**src/rtl/div_recon.sv**
```systemverilog
// Reconstruction multiplier-accumulator: loads N, Q, R serially and rebuilds
// Dividend = Q*N + R by repeated addition, flagging operand consistency.
module div_recon (
  input  logic        clk,
  input  logic        clear_n,
  input  logic        start,
  input  logic [7:0]  data_input,
  output logic [15:0] Dividend,
  output logic        consistent,
  output logic        busy,
  output logic        done
);

  typedef enum logic [2:0] {
    S_IDLE,
    S_LD_N,
    S_LD_Q,
    S_LD_R,
    S_ACC,
    S_DONE
  } state_e;

  state_e      state_q, state_d;
  logic [7:0]  n_q, n_d;
  logic [7:0]  cnt_q, cnt_d;
  logic [7:0]  r_q, r_d;
  logic [15:0] acc_q, acc_d;
  logic [15:0] dividend_q, dividend_d;
  logic        consistent_q, consistent_d;
  logic        busy_q, busy_d;
  logic        done_q, done_d;

  // NOTE: every _d gets its hold value first so no path through the case
  // statement leaves a signal unassigned and infers a latch.
  always_comb begin
    state_d      = state_q;
    n_d          = n_q;
    cnt_d        = cnt_q;
    r_d          = r_q;
    acc_d        = acc_q;
    dividend_d   = dividend_q;
    consistent_d = consistent_q;

    case (state_q)
      S_IDLE: if (start) state_d = S_LD_N;
      S_LD_N: begin
        n_d     = data_input;
        state_d = S_LD_Q;
      end
      S_LD_Q: begin
        cnt_d   = data_input;
        state_d = S_LD_R;
      end
      S_LD_R: begin
        acc_d   = {8'h00, data_input};
        r_d     = data_input;
        state_d = S_ACC;
      end
      S_ACC: begin
        if (cnt_q != 8'd0) begin
          acc_d = acc_q + {8'h00, n_q};
          cnt_d = cnt_q - 8'd1;
        end else begin
          dividend_d   = acc_q;
          consistent_d = (n_q != 8'd0) && (r_q < n_q);
          state_d      = S_DONE;
        end
      end
      S_DONE:  state_d = S_IDLE;
      default: state_d = S_IDLE;
    endcase

    // Status flags are decoded from the next state so they can be registered
    // and still line up with the state they describe.
    busy_d = (state_d != S_IDLE);
    done_d = (state_d == S_DONE);
  end

  // NOTE: sequential state uses non-blocking assignments so all flops update
  // together from the values present before the edge.
  always_ff @(posedge clk or negedge clear_n) begin
    if (!clear_n) begin
      state_q      <= S_IDLE;
      n_q          <= 8'd0;
      cnt_q        <= 8'd0;
      r_q          <= 8'd0;
      acc_q        <= 16'd0;
      dividend_q   <= 16'd0;
      consistent_q <= 1'b0;
      busy_q       <= 1'b0;
      done_q       <= 1'b0;
    end else begin
      state_q      <= state_d;
      n_q          <= n_d;
      cnt_q        <= cnt_d;
      r_q          <= r_d;
      acc_q        <= acc_d;
      dividend_q   <= dividend_d;
      consistent_q <= consistent_d;
      busy_q       <= busy_d;
      done_q       <= done_d;
    end
  end

  assign Dividend   = dividend_q;
  assign consistent = consistent_q;
  assign busy       = busy_q;
  assign done       = done_q;

endmodule
```
**config.mk**
```make
export PLATFORM = sky130hd
export DESIGN_NAME = div_recon
export DESIGN_NICKNAME = d
export VERILOG_FILES = /design/src/rtl/div_recon.sv
export SDC_FILE = /design/constraint.sdc
export NUM_CORES = 1
export LEC_CHECK = 0
export CORE_UTILIZATION = 52
export DETAILED_ROUTE_END_ITERATION = 8
export PLACE_DENSITY = 0.88
export SKIP_LAST_GASP = 1
export SLEW_MARGIN = 20
export SYNTH_ARGS = -nofsm -noshare
export SYNTH_HDL_FRONTEND = slang
export SYNTH_SLANG_ARGS = --single-unit
```
**constraint.sdc**
```tcl
create_clock -name clk -period 2.32 [get_ports clk]
set_clock_uncertainty 0.2 [all_clocks]
set_input_delay 0.464 -clock clk [delete_from_list [all_inputs] [get_ports clk]]
set_output_delay 0.464 -clock clk [all_outputs]
set_load 0.02 [all_outputs]
```
==> results.md <==
- Status: finished clean
- Most frequent cells in the layout: dfrtp_1, nand2_1, clkdlybuf4s50_1
- WP data required: 2400 ps
- Starting DRT DRC Count: roughly 330
- Share of layout cells above drive strength 1: 19.1%
- Top-area cell type share of the netlist area: a little under half
- CTS H-tree lvls: 3
- Synth cell types: 53
- Pre-antenna DRT Iters: 7
- Nets: 410
- Leakage power: 1.80 nW
- Die width: roughly 82 µm
- Reg2reg setup slack: 80 ps
- Vias in the first global route: 2587
- Switch share: around two fifths
- Cell Count Post-Placement: 439
- CP arrival: 2320 ps
- Routed vias/inst: between 6 and 7
- Mapped cell area: 3310 µm²
- Routed vias: 2828
- Setup TNS: 0 ps
- Seq cells post-synth: 62
- GRT overflow: 0
- Syn Inst Count: roughly 330
- DIE AREA: 6690 µm²
- Crit path kind: reg2reg
- Clock Latency Late Sink: 360 ps
- Reg power frac: 32.5%
- Num rows: 28
- Starting Density: between 50% and 60%
- DRT Wirelength: between 7000 and 8000 µm
- Final hold violation count: 0
- Final Slew Violations: 0
- First-pass GRT wire length: approximately 12000 µm
- Critical path peak fanout: 8
- Final Cycle Share: a little over nine tenths
- Ant diodes: 0
- Top Ports: 30
- Clock buffer depth: 2
- Max-Cap Viols: 0
- Comb pwr share: 48.6%
- Worst-Margin Slew: roughly 500 ps
- Die H: 81.8 µm
- Number of synthesis warnings: 0
- Slowest stage delay, CP: 420 ps
- Syn Nets: 362
- Switching power: 0.00235 W
- Final ANT Viol Nets: 0
- Layout Cells excl Fill: 462
- Area growth syn-to-layout: 23.6%
- Crit-path cells: ha_1 > nand3_1 > o221a_2 > o31a_1 > or4_1 > a21oi_1
- Dpl hpwl: 5140 µm
- Peak VDD IR: 0.658 mV
- DRC: 0
- Power Internal: about 0.0033 W
- Worst path top cell family by delay: compound AO/OA/AOI/OAI gates
- Post-Syn Area per Cell: just under 10 µm²
- Largest net degree at the start of global routing: 63
- Max Clk Rate: 447 MHz
- CP Capture Type: flip-flop
- Buf/Inv on CP: 0
- Clock power frac: 18.9%
- TritonCTS Sinks: 62
- Post-synth EDFFs: 0
- Final GP Congestion: around 0.9
- Total track usage: 25.0%
- Initial antenna violation count: 0
- TritonCTS clock tree: yes
- Worst slew margin relative to its limit: between 60% and 70%
- Most common cell after layout, fill and taps aside: dfrtp_1
- WL/cell: between 15 and 20 µm
- Power per cell area: 1370 nW/µm²
- Number of CTS-inserted buffers: 9
- Clk pin slew, worst setup/hold paths: 80 ps
- Min-delay worst type: reg2reg
- Async S/R FF share, synth: 100%
- IO Port Bufs: 29
- Final Power: 0.00560 W
- Final setup fails: 0
- Core Area: 6030 µm²
- CTS root buf: clkbuf_8
- Area leader, netlist: dfrtp_1
- Ys flop type: dfrtp_1
- Top cells by area, synth: dfrtp_1, nand2_1, mux2_2
- Setup crit start kind: flip-flop
- Post-layout min period: between 2000 and 2500 ps
- Sequential element share of the synthesized area: 46.8%
- CP max-delay cell: or4_1
-- routing by layer --
metal / global-route usage [%] / vias up / wire length [µm]
met4: 12.3 / 0 / 235
met3: 5.78 / 29 / 531
met1: 31.6 / 1366 / 3190
met5: 0 / - / 0
met2: 40.2 / 129 / 4030
li1: - / 1304 / -
-- layout make-up --
type / instances / area, µm²
sequential: 62 / 1550
inverter: 15 / 56.3
tap: 75 / 93.8
clock buffer: 10 / 128
multi-input combinational: 243 / 1680
fill: 444 / 1930
timing repair buffer: 51 / 499
clock inverter: 6 / 86.3
-- repair_timing --
item | CTS | global route
endpoints found under the setup margin | 2 | 32
cloned | 0 | 1
pin swaps | 0 | 4
setup buffers | 0 | 5
hold buffers | 1 | 0
hold endpoints to repair | 62 | 0
resized for setup | 1 | 12
-- cell families (layout without fill, tap and decap cells) --
kind of cell	count (synthesis)	count (layout)	synth area share, %
AO/OA/AOI/OAI	88	88	16.7
XOR/XNOR	5	5	1.32
flip-flops	62	62	46.8
AND/OR/NAND/NOR	112	112	17.3
multiplexers	21	21	7.03
adder cells (fa/ha/maj)	17	17	6.65
buffers and inverters	29	82	4.16
-- Yosys cell counts (4+ instances only) --
cell type and number:
dfrtp_1 62, nand2_1 57, a21oi_1 24, o21ai_0 24, mux2_2 18, ha_1 16
inv_1 15, nor2_1 13, nand3_1 9, clkbuf_1 8, o211ai_1 7, a31oi_1 5
or4_1 5, nor4_1 4
-- metrics by stage --
| stage | setup WS, ps | hold slack [ps] | utilization [%] | area, µm² |
|---|---|---|---|---|
| final | 81.5 | 276 | 67.9 | 4090 |
| after global placement | 111 | 249 | 62.2 | 3750 |
| after floorplan | 67.8 | -31.6 | - | 3310 |
| after global routing | -6.54 | 303 | 67.9 | 4090 |
| after detailed placement | 14.0 | 260 | 62.2 | 3750 |
| after CTS | 56.8 | 277 | 65.9 | 3970 |
-- worst paths after layout --
path	startpoint	end	depth (start not counted)
min in group asynchronous	clear_n	cnt_q[2]	3
hold reg to reg	r_q[0]	r_q[0]	2
setup reg to reg	n_q[5]	acc_q[13]	6
max in group asynchronous	clear_n	Dividend[13]	3
setup / recovery	n_q[5]	acc_q[13]	6
hold / removal	r_q[0]	r_q[0]	2
-- state kept, by name, indices dropped and copies added, names as in the netlist --
name	flops
acc_q	16
consistent	1
done	1
r_q	8
state_q	3
busy	1
n_q	8
Dividend	16
cnt_q	8
-- tightest hold or removal path: stages (launching register included) --
cell and delay [ps]:
dfrtp_1 340, nand2_1 50, nand2_1 50
-- power by group through the flow --
stage | logic [W] | clock network, W | registers, W
4_1_cts | 0.00248 | 0.00105 | 0.00178
3_5_place_dp | 0.00243 | 0 | 0.00180
2_1_floorplan | 0.00177 | 0 | 0.00175
6_report | 0.00272 | 0.00106 | 0.00182
3_3_place_gp | 0.00231 | 0 | 0.00178
5_1_grt | 0.00298 | 0.00111 | 0.00187
No activity file was read; power rests on OpenSTA's default activity.
